**config.mk**
```make
export PLATFORM = sky130hd
export DESIGN_NAME = rtc_core
export DESIGN_NICKNAME = d
export VERILOG_FILES = /design/src/rtl/rtc_pkg.sv /design/src/rtl/rtc_prescaler.sv /design/src/rtl/rtc_core.sv
export SDC_FILE = /design/constraint.sdc
export NUM_CORES = 1
export LEC_CHECK = 0
export ABC_CLOCK_PERIOD_IN_PS = 3810
export CAP_MARGIN = 20
export CORE_MARGIN = 5
export CORE_UTILIZATION = 58
export CTS_BUF_LIST = sky130_fd_sc_hd__clkbuf_4 sky130_fd_sc_hd__clkbuf_8
export DETAILED_ROUTE_END_ITERATION = 10
export MAX_ROUTING_LAYER = met4
export PLACE_DENSITY = 0.79
export SYNTH_ARGS = -nofsm -noshare
export SYNTH_HDL_FRONTEND = slang
export SYNTH_SLANG_ARGS = --single-unit
```
**constraint.sdc**
```tcl
create_clock -name clk -period 3.81 [get_ports clk]
set_input_delay 0.9525 -clock clk [delete_from_list [all_inputs] [get_ports clk]]
set_output_delay 0.9525 -clock clk [all_outputs]
set_load 0.01 [all_outputs]
```
**src/rtl/rtc_pkg.sv**
```systemverilog
// Shared constants and calendar helpers for the BCD real-time clock.
package rtc_pkg;

  localparam logic [3:0] ADDR_SEC    = 4'h0;
  localparam logic [3:0] ADDR_MIN    = 4'h1;
  localparam logic [3:0] ADDR_HOUR   = 4'h2;
  localparam logic [3:0] ADDR_DAY    = 4'h3;
  localparam logic [3:0] ADDR_DATE   = 4'h4;
  localparam logic [3:0] ADDR_MONTH  = 4'h5;
  localparam logic [3:0] ADDR_YEAR   = 4'h6;
  localparam logic [3:0] ADDR_CTRL   = 4'h7;
  localparam logic [3:0] ADDR_ASEC   = 4'h8;
  localparam logic [3:0] ADDR_AMIN   = 4'h9;
  localparam logic [3:0] ADDR_AHOUR  = 4'hA;
  localparam logic [3:0] ADDR_STATUS = 4'hB;

  localparam int CTRL_HALT   = 0;
  localparam int CTRL_MODE12 = 1;
  localparam int CTRL_AIE    = 2;
  localparam int STATUS_AF   = 0;

  localparam logic [6:0] RST_SEC   = 7'h00;
  localparam logic [6:0] RST_MIN   = 7'h00;
  localparam logic [5:0] RST_HOUR  = 6'h00;
  localparam logic [2:0] RST_DAY   = 3'd1;
  localparam logic [5:0] RST_DATE  = 6'h01;
  localparam logic [4:0] RST_MONTH = 5'h01;
  localparam logic [7:0] RST_YEAR  = 8'h00;
  localparam logic [2:0] RST_CTRL  = 3'b000;

  // Two-digit BCD increment; caller handles the field-specific wrap.
  function automatic logic [7:0] bcd_inc(input logic [7:0] v);
    if (v[3:0] >= 4'd9) begin
      return {v[7:4] + 4'd1, 4'd0};
    end else begin
      return {v[7:4], v[3:0] + 4'd1};
    end
  endfunction

  // (10*tens + units) mod 4 == (2*tens + units) mod 4; year 00 counts as leap.
  function automatic logic is_leap(input logic [7:0] year_bcd);
    logic [1:0] rem;
    rem = year_bcd[1:0] + {year_bcd[4], 1'b0};
    return (rem == 2'd0);
  endfunction

  function automatic logic [5:0] days_in_month(input logic [4:0] month_bcd,
                                               input logic [7:0] year_bcd);
    case (month_bcd)
      5'h04, 5'h06, 5'h09, 5'h11: return 6'h30;
      5'h02:                      return is_leap(year_bcd) ? 6'h29 : 6'h28;
      default:                    return 6'h31;
    endcase
  endfunction

endpackage

```
**src/rtl/rtc_prescaler.sv**
```systemverilog
// Divides clk down to a one-cycle tick every CLK_DIV cycles; freezes on halt.
module rtc_prescaler #(
  parameter int CLK_DIV = 100000000
) (
  input  logic clk,
  input  logic rst,
  input  logic halt_i,
  input  logic clear_i,
  output logic tick_o
);

  localparam int CW = $clog2(CLK_DIV);
  localparam logic [CW-1:0] LAST = CW'(CLK_DIV - 1);

  logic [CW-1:0] cnt_q;
  logic [CW-1:0] cnt_d;

  // A tick still fires when a clear lands on the wrap cycle; the counter restarts either way.
  assign tick_o = !halt_i && (cnt_q == LAST);

  always_comb begin
    cnt_d = cnt_q;
    if (clear_i) begin
      cnt_d = '0;
    end else if (halt_i) begin
      cnt_d = cnt_q;
    end else if (cnt_q >= LAST) begin
      cnt_d = '0;
    end else begin
      cnt_d = cnt_q + CW'(1);
    end
  end

  always_ff @(posedge clk or posedge rst) begin
    if (rst) begin
      cnt_q <= '0;
    end else begin
      cnt_q <= cnt_d;
    end
  end

endmodule

```
**src/rtl/rtc_core.sv**
```systemverilog
// BCD calendar clock with alarm and a byte-wide register interface.
module rtc_core
  import rtc_pkg::*;
#(
  parameter int CLK_DIV  = 100000000,
  parameter int ALARM_EN = 1
) (
  input  logic       clk,
  input  logic       rst,
  input  logic [3:0] i2c_addr,
  input  logic [7:0] i2c_data_in,
  input  logic       i2c_write_en,
  input  logic       i2c_read_en,
  output logic [7:0] reg_data_out,
  output logic       tick_1hz,
  output logic       alarm_irq
);

  localparam logic ALARM_ON = (ALARM_EN != 0);

  logic [6:0] sec_q, sec_t, sec_d, min_q, min_t, min_d, asec_q, asec_d, amin_q, amin_d;
  logic [5:0] hour_q, hour_t, hour_d, date_q, date_t, date_d, ahour_q, ahour_d, dim_s;
  logic [4:0] month_q, month_t, month_d;
  logic [2:0] day_q, day_t, day_d, ctrl_q, ctrl_d;
  logic [7:0] year_q, year_t, year_d, rd_mux_s, rdata_q, rdata_d;
  logic       af_q, af_d, irq_q, irq_d, tick_q, tick_s, alarm_hit_s;
  logic       c_min_s, c_hour_s, c_day_s, c_month_s, c_year_s;

  rtc_prescaler #(.CLK_DIV(CLK_DIV)) u_prescaler (
    .clk     (clk),
    .rst     (rst),
    .halt_i  (ctrl_q[CTRL_HALT]),
    .clear_i (i2c_write_en && (i2c_addr == ADDR_SEC)),
    .tick_o  (tick_s)
  );

  // Carry chain on a tick, computed from pre-edge values so writes only override their own field.
  always_comb begin
    sec_t = sec_q; min_t = min_q; hour_t = hour_q; day_t = day_q;
    date_t = date_q; month_t = month_q; year_t = year_q;
    c_min_s = 1'b0; c_hour_s = 1'b0; c_day_s = 1'b0; c_month_s = 1'b0; c_year_s = 1'b0;
    dim_s = days_in_month(month_q, year_q);
    if (tick_s) begin
      if (sec_q >= 7'h59) begin sec_t = 7'h00; c_min_s = 1'b1; end
      else begin sec_t = 7'(bcd_inc({1'b0, sec_q})); end
    end else begin
      sec_t = sec_q;
    end
    if (c_min_s) begin
      if (min_q >= 7'h59) begin min_t = 7'h00; c_hour_s = 1'b1; end
      else begin min_t = 7'(bcd_inc({1'b0, min_q})); end
    end else begin
      min_t = min_q;
    end
    if (c_hour_s) begin
      if (ctrl_q[CTRL_MODE12]) begin
        if (hour_q[4:0] == 5'h11) begin
          hour_t  = {~hour_q[5], 5'h12};
          c_day_s = hour_q[5];
        end else if (hour_q[4:0] >= 5'h12) begin
          hour_t = {hour_q[5], 5'h01};
        end else begin
          hour_t = {hour_q[5], 5'(bcd_inc({3'b000, hour_q[4:0]}))};
        end
      end else if (hour_q >= 6'h23) begin
        hour_t = 6'h00; c_day_s = 1'b1;
      end else begin
        hour_t = 6'(bcd_inc({2'b00, hour_q}));
      end
    end else begin
      hour_t = hour_q;
    end
    if (c_day_s) begin
      day_t = (day_q >= 3'd7) ? 3'd1 : day_q + 3'd1;
      if (date_q >= dim_s) begin date_t = 6'h01; c_month_s = 1'b1; end
      else begin date_t = 6'(bcd_inc({2'b00, date_q})); end
    end else begin
      day_t = day_q; date_t = date_q;
    end
    if (c_month_s) begin
      if (month_q >= 5'h12) begin month_t = 5'h01; c_year_s = 1'b1; end
      else begin month_t = 5'(bcd_inc({3'b000, month_q})); end
    end else begin
      month_t = month_q;
    end
    if (c_year_s) begin
      year_t = (year_q >= 8'h99) ? 8'h00 : bcd_inc(year_q);
    end else begin
      year_t = year_q;
    end
  end

  // Register writes override ticked values; AF set by a matching tick beats a same-cycle clear.
  always_comb begin
    sec_d = sec_t; min_d = min_t; hour_d = hour_t; day_d = day_t;
    date_d = date_t; month_d = month_t; year_d = year_t; ctrl_d = ctrl_q;
    asec_d = asec_q; amin_d = amin_q; ahour_d = ahour_q;
    if (i2c_write_en) begin
      case (i2c_addr)
        ADDR_SEC:   sec_d   = i2c_data_in[6:0];
        ADDR_MIN:   min_d   = i2c_data_in[6:0];
        ADDR_HOUR:  hour_d  = i2c_data_in[5:0];
        ADDR_DAY:   day_d   = i2c_data_in[2:0];
        ADDR_DATE:  date_d  = i2c_data_in[5:0];
        ADDR_MONTH: month_d = i2c_data_in[4:0];
        ADDR_YEAR:  year_d  = i2c_data_in;
        ADDR_CTRL:  ctrl_d  = i2c_data_in[2:0];
        ADDR_ASEC:  asec_d  = ALARM_ON ? i2c_data_in[6:0] : 7'h00;
        ADDR_AMIN:  amin_d  = ALARM_ON ? i2c_data_in[6:0] : 7'h00;
        ADDR_AHOUR: ahour_d = ALARM_ON ? i2c_data_in[5:0] : 6'h00;
        default:    ctrl_d  = ctrl_q;
      endcase
    end else begin
      ctrl_d = ctrl_q;
    end
    alarm_hit_s = ALARM_ON && tick_s && (sec_d == asec_q) && (min_d == amin_q) && (hour_d == ahour_q);
    if (alarm_hit_s) begin
      af_d = 1'b1;
    end else if (i2c_write_en && (i2c_addr == ADDR_STATUS) && i2c_data_in[STATUS_AF]) begin
      af_d = 1'b0;
    end else begin
      af_d = af_q;
    end
    irq_d = ALARM_ON && af_d && ctrl_d[CTRL_AIE];
  end

  always_comb begin
    case (i2c_addr)
      ADDR_SEC:    rd_mux_s = {1'b0, sec_q};
      ADDR_MIN:    rd_mux_s = {1'b0, min_q};
      ADDR_HOUR:   rd_mux_s = {2'b00, hour_q};
      ADDR_DAY:    rd_mux_s = {5'b00000, day_q};
      ADDR_DATE:   rd_mux_s = {2'b00, date_q};
      ADDR_MONTH:  rd_mux_s = {3'b000, month_q};
      ADDR_YEAR:   rd_mux_s = year_q;
      ADDR_CTRL:   rd_mux_s = {5'b00000, ctrl_q};
      ADDR_ASEC:   rd_mux_s = {1'b0, asec_q};
      ADDR_AMIN:   rd_mux_s = {1'b0, amin_q};
      ADDR_AHOUR:  rd_mux_s = {2'b00, ahour_q};
      ADDR_STATUS: rd_mux_s = {7'h00, af_q};
      default:     rd_mux_s = 8'h00;
    endcase
    rdata_d = i2c_read_en ? rd_mux_s : rdata_q;
  end

  always_ff @(posedge clk or posedge rst) begin
    if (rst) begin
      sec_q <= RST_SEC; min_q <= RST_MIN; hour_q <= RST_HOUR; day_q <= RST_DAY;
      date_q <= RST_DATE; month_q <= RST_MONTH; year_q <= RST_YEAR; ctrl_q <= RST_CTRL;
      asec_q <= 7'h00; amin_q <= 7'h00; ahour_q <= 6'h00; af_q <= 1'b0;
      rdata_q <= 8'h00; tick_q <= 1'b0; irq_q <= 1'b0;
    end else begin
      sec_q <= sec_d; min_q <= min_d; hour_q <= hour_d; day_q <= day_d;
      date_q <= date_d; month_q <= month_d; year_q <= year_d; ctrl_q <= ctrl_d;
      asec_q <= asec_d; amin_q <= amin_d; ahour_q <= ahour_d; af_q <= af_d;
      rdata_q <= rdata_d; tick_q <= tick_s; irq_q <= irq_d;
    end
  end

  assign reg_data_out = rdata_q;
  assign tick_1hz     = tick_q;
  assign alarm_irq    = irq_q;

endmodule

```
==> results.yml, run 1 <==
worst_setup_path:
  r2r-start: "month_q[0]$_DFF_PP1_"
  worstPathRequired_ns: 4.07
  r2r_slack_ns: 0.39
  start_kind: "register"
  r2r_cells: 15
  worstPathArrival_ns: 3.68
  crit_path_end_kind: "register"
  critPathKind: "register to register"
  crit_fanout: 13
  cp_slowest_stage_delay_ns: 0.62
  startpoint: "month_q[0]$_DFF_PP1_"
  critPathMostFrequentCell: "a21oi_1"
  r2r-end: "year_q[4]$_DFF_PP0_"
  critPathSlowestCell: "dfstp_2"
  path_cells: "inv_1, ha_1, nor4b_2, o21ai_0, o211a_1, ha_1, or4b_1, a21oi_1, nor2b_1, o21ai_1, or3_4, nor3_1, a21oi_1, a2bb2oi_1, a21oi_1"
grt:
  grt_pass1_vias: 6770
  grt_pass1_wl_um: 36520
  grt_start_max_net_pins: 61
  overflow: 0
  antenna_found_initial: 0
  grt_usage_pct: 31.61
sta:
  slew_viol_final: 0
  rsz0062_at_grt: "false"
  fin_setup_tns_ns: 0
  period_share_pct: 89.65
  skew_ns: 0.01501
  period_needed_ns: 3.416
  worst_pin_slew_ns: 0.8902
  finalWorstSetupSlack_ns: 0.3942
  finalSetupViolCount: 0
  slew_headroom_pct: 40.65
  fmax_ghz: 0.2928
  hold_viol: 0
synthesis:
  ys.warnings.count: 0
  synth_top_area_share_pct: 33.17
  ys_ff_latch: 103
  ys_types: 79
  synth_ff_type: "dfrtp_1"
  async_flop_share_pct: 100.0
  syn_area_per_cell_um2: 8.364
  yosys-top-cells-area: "dfrtp_1 (33%), ha_1 (5.8%), nand2_1 (4.6%)"
  synth_seq_area_share_pct: 34.21
  synth-edff-count: 0
  syn-instance-count: 902
  synth_nets: 953
  netlist.top_cell.by_area: "dfrtp_1"
  netlist_area_um2: 7545
floorplan:
  die-area_um2: 15390
  die_h_um: 124.1
  start_util_pct: 59.54
  dieWidth_um: 124.1
  pin_count: 26
  rows: 41
  core_area_um2: 12670
clock_network:
  htree_levels: 3
  postCtsSetupRepairBufs: 0
  clk_latency_ns: 0.40
  clk_pin_slew_worst_paths_ns: 0.10
  cts_buffers: 9
  clockRootBuffer: "clkbuf_8"
  cts_tree: "built"
  cts_buffer_depth: 2
  cts_sinks: 103
finish:
  final_area_um2: 8398
  register_area_um2: 2581
  nFillCells: 1091
  drive_above_1_share_pct: 10.68
  nNetsFinal: 982
  layout_common_cells: "dfrtp_1 (100), nand2_1 (93), nor2_1 (71)"
  antenna_cells: 0
  mostFrequentLayoutCell: "dfrtp_1"
  multi_input_area_um2: 4607
  synthToLayoutAreaGrowth_pct: 11.31
drt:
  wl_met2_um: 9875
  firstDrtPassIters: 8
  drt-total-wl_um: 22850
  top_layer: "met4"
  viasPerCell: 6.773
  drcViolationCount: 0
  antenna_left: 0
  avgRoutedWirePerCell_um: 20.62
  met1Wirelength_um: 9674
  route.vias.total: 7505
  met3_length_um: 2357
  first_iter_violations: 1071
worst_hold_path:
  min_from: "reg_data_out[6]$_DFFE_PP0P_"
  min_path_type: "register to register"
  holdPathEnd: "reg_data_out[6]$_DFFE_PP0P_"
  holdPathStages: 1
placed_design:
  placed_cell_area_um2: 8154
  globalplace.congestion: 1.030
  io_buffers: 25
  post-place-ws_ns: 0.1278
  dp_hpwl_um: 16830
power_and_ir_drop:
  p_leak_nw: 3.592
  vdd_drop_max_uv: 361.6
  power.density_nw_per_um2: 458.2
flow_run:
  maxCapViolCount: 0
status:
  status: "complete, no violations"
[logic make-up (layout without fill, tap and decap cells)]
| group | Yosys count | after routing | share of synthesized area (%) |
|---|---|---|---|
| xor+xnor | 27 | 27 | 3.134 |
| fa+ha+maj | 35 | 35 | 5.804 |
| simple gates | 352 | 352 | 24.44 |
| flops | 103 | 103 | 34.21 |
| compound gates | 259 | 259 | 22.24 |
| mux | 34 | 34 | 5.357 |
| buf+inv | 92 | 126 | 4.809 |
[per-layer routing]
metal | global-route usage, % | vias to the layer above
li1 | - | 3407
met1 | 43.05 | 3551
met2 | 45.20 | 465
met3 | 7.629 | 82
met4 | 13.21 | 0
met5 | - | -
[state kept, by name, indices dropped and copies added, names as in the netlist]
name and cells:
af_q 1, tick_1hz 1, date_q 6, day_q 3
amin_q 7, asec_q 7, alarm_irq 1, hour_q 6
ctrl_q 3, month_q 5, ahour_q 6, sec_q 7
u_prescaler.cnt_q 27, min_q 7, year_q 8, reg_data_out 8
[report_power, final]
part	total, mW	leakage [nW]	switching, mW	internal [mW]
combinational	1.36	2.22	0.759	0.598
sequential	1.66	1.26	0.368	1.29
clock	0.833	0.121	0.420	0.412
[per-stage QoR]
| step | power [mW] | util [%] | std cells | hold slack [ns] |
|---|---|---|---|---|
| after floorplan | 2.510 | - | 902 | 0.4853 |
| after global placement | 2.946 | 64.35 | 1092 | 0.4615 |
| after detailed placement | 2.972 | 64.35 | 1092 | 0.4717 |
| after CTS | 3.796 | 66.23 | 1108 | 0.4939 |
| after global routing | 4.050 | 66.28 | 1108 | 0.5201 |
| final | 3.848 | 66.28 | 1108 | 0.4857 |
[synthesized netlist by cell type, types with 14 or more instances]
| library cell | number |
|---|---|
| and3_1 | 19 |
| mux2_2 | 21 |
| nor2_1 | 71 |
| a21oi_1 | 59 |
| a31oi_1 | 27 |
| nor3_1 | 19 |
| dfrtp_1 | 100 |
| o21ai_1 | 18 |
| clkbuf_1 | 40 |
| o21ai_0 | 52 |
| nand4_1 | 14 |
| inv_1 | 38 |
| nand2_1 | 93 |
| nand3_1 | 41 |
| xor2_1 | 17 |
| ha_1 | 35 |
[what timing repair did]
action | CTS | global route
hold buffers | 0 | 0
resized for setup | 0 | 2
setup endpoints to repair | 0 | 13
hold endpoints to repair | 0 | 0
[worst max-delay path by stage]
stage	to	slack (ns)	cells after the start
finish	year_q[4]$_DFF_PP0_	0.39	15
global route	year_q[4]$_DFF_PP0_	0.15	15
CTS	year_q[4]$_DFF_PP0_	0.08	15
detailed placement	year_q[4]$_DFF_PP0_	0.13	15
global placement	year_q[4]$_DFF_PP0_	0.15	15
floorplan	af_q$_DFF_PP0_	0.16	1
[area by class of cell]
type                       instances  area share, %
clock inverter                     5          1.028
sequential                       103          30.74
clock buffer                      11          1.803
timing repair buffer              71          7.241
multi-input combinational        707          54.86
tap                              172          2.563
inverter                          39          1.773
[worst max-delay path: cells and delay by family (launching register included)]
family | cells | cell delay, ns
fa+ha+maj | 2 | 0.44
simple gates | 5 | 1.05
flops | 1 | 0.62
compound gates | 7 | 1.12
buf+inv | 1 | 0.08
Power figures use the tool's default switching activity.
==> run 2: changes to the inputs <==
--- a/config.mk
+++ b/config.mk
@@ -7,12 +7,13 @@
 export LEC_CHECK = 0
 export ABC_CLOCK_PERIOD_IN_PS = 3810
 export CAP_MARGIN = 20
+export CORE_ASPECT_RATIO = 0.9
 export CORE_MARGIN = 5
-export CORE_UTILIZATION = 58
+export CORE_UTILIZATION = 55
 export CTS_BUF_LIST = sky130_fd_sc_hd__clkbuf_4 sky130_fd_sc_hd__clkbuf_8
 export DETAILED_ROUTE_END_ITERATION = 10
 export MAX_ROUTING_LAYER = met4
-export PLACE_DENSITY = 0.79
+export PLACE_DENSITY = 0.76
 export SYNTH_ARGS = -nofsm -noshare
 export SYNTH_HDL_FRONTEND = slang
 export SYNTH_SLANG_ARGS = --single-unit
==> results.yml, run 2 (synthesis gave the netlist of run 1 again) <==
clock_network:
  htree_levels: 3
  cts_sinks: 103
  cts_hold_buffers: 0
  cts_buffer_depth: 2
  postCtsSetupRepairBufs: 0
  clockRootBuffer: "clkbuf_8"
  clk_pin_slew_worst_paths_ns: 0.10
  cts_tree: "built"
  clk_latency_ns: 0.40
  cts_buffers: 9
  cts_resized: 0
grt:
  grt_pass1_vias: 6937
  grt_usage_pct: 31.98
  overflow: 0
  grt_pass1_wl_um: 39120
  grt_start_max_net_pins: 49
  antenna_found_initial: 0
sta:
  period_share_pct: 90.90
  slew_viol_final: 0
  hold_viol: 0
  worst_pin_slew_ns: 0.9081
  fin_setup_tns_ns: 0
  finalSetupViolCount: 0
  skew_ns: 0.01353
  fin_hold_ws_ns: 0.4909
  period_needed_ns: 3.463
  rsz0062_at_grt: "false"
  slew_headroom_pct: 39.46
  fmax_ghz: 0.2887
power_and_ir_drop:
  p_leak_nw: 3.578
  total_power_mw: 3.891
  vdd_drop_max_uv: 273.6
  power.density_nw_per_um2: 464.4
worst_setup_path:
  worstPathRequired_ns: 4.13
  crit_path_end_kind: "register"
  worstPathArrival_ns: 3.78
  start_kind: "register"
  crit_fanout: 13
  critPathKind: "register to register"
finish:
  layout_common_cells: "dfrtp_1 (100), nand2_1 (93), nor2_1 (71)"
  largest_reg_flops: 27
  instances_no_fill: 1100
  nNetsFinal: 978
  antenna_cells: 0
  mostFrequentLayoutCell: "dfrtp_1"
  final_util_pct: 62.46
  largest_register: "u_prescaler.cnt_q"
  synthToLayoutAreaGrowth_pct: 11.04
  drive_above_1_share_pct: 10.30
floorplan:
  die_h_um: 121.1
  die-area_um2: 16160
  core_area_um2: 13410
  pin_count: 26
  start_util_pct: 56.25
  dieWidth_um: 133.5
  rows: 40
flow_run:
  maxCapViolCount: 0
drt:
  drcViolationCount: 0
  avgRoutedWirePerCell_um: 22.32
  viasPerCell: 6.701
  firstDrtPassIters: 6
  first_iter_violations: 869
  route.vias.total: 7371
  antenna_left: 0
  drt-total-wl_um: 24550
placed_design:
  dp.cells: 1084
  dp_hpwl_um: 18340
  globalplace.congestion: 1.025
  io_buffers: 25
status:
  status: "complete, no violations"
worst_hold_path:
  min_path_type: "register to register"
-- run 2: cell types whose count changed in the layout (fill, tap and decap cells not counted), sizes merged --
| cell | delta |
|---|---|
| buf | -4 |
| clkbuf | -1 |
| clkinv | +1 |
| inv | -1 |
| bufinv | +1 |
-- run 2: path summary, 6_finish.rpt --
| path | startpoint | to | slack (ns) | cells past startpoint |
|---|---|---|---|---|
| worst max-delay path | sec_q[1]$_DFF_PP0_ | year_q[6]$_DFF_PP0_ | 0.35 | 9 |
| worst min-delay path | reg_data_out[6]$_DFFE_PP0P_ | reg_data_out[6]$_DFFE_PP0P_ | 0.49 | 1 |
| worst max register to register | sec_q[1]$_DFF_PP0_ | year_q[6]$_DFF_PP0_ | 0.35 | 9 |
| worst min register to register | reg_data_out[6]$_DFFE_PP0P_ | reg_data_out[6]$_DFFE_PP0P_ | 0.49 | 1 |
| max in group asynchronous | rst | month_q[0]$_DFF_PP1_ | 2.10 | 3 |
| min in group asynchronous | rst | ahour_q[0]$_DFFE_PP0P_ | 1.00 | 2 |
-- run 2: per-layer routing --
layer | GRT usage, % | vias up | wire [um]
li1 | - | 3379 | -
met1 | 45.74 | 3489 | 10950
met2 | 43.81 | 435 | 10140
met3 | 8.167 | 68 | 2658
met4 | 11.50 | 0 | 800
met5 | - | - | 0
-- run 2: area by class of cell --
cell class	count	area, um2
Sequential cell	103	2581
Clock inverter	6	108.9
Inverter	39	148.9
Clock buffer	10	131.4
Fill cell	1184	5035
Timing Repair Buffer	67	590.6
Tap cell	168	210.2
Multi-Input combinational cell	707	4607
-- run 2: critical path: stages, from the launching register on --
cell and delay [ns]:
dfrtp_1 0.52, inv_1 0.13, ha_1 0.16, and4b_1 0.25
o31a_1 0.40, nand2_1 0.23, or3_1 0.56, or3_4 0.52
or4_1 0.42, a31oi_1 0.19
-- run 2: metrics by stage --
step | setup slack [ns] | instance area, um2
after floorplan | 0.1586 | 7545
after global placement | 0.1889 | 8132
after detailed placement | 0.1618 | 8132
after CTS | 0.2403 | 8372
after global routing | 0.08182 | 8378
final | 0.3466 | 8378
-- run 2: power by group --
part,internal [mW],total (mW),leakage [nW],switching (mW)
Sequential,1.29,1.67,1.26,0.384
Combinational,0.590,1.36,2.20,0.771
Clock,0.444,0.855,0.124,0.411
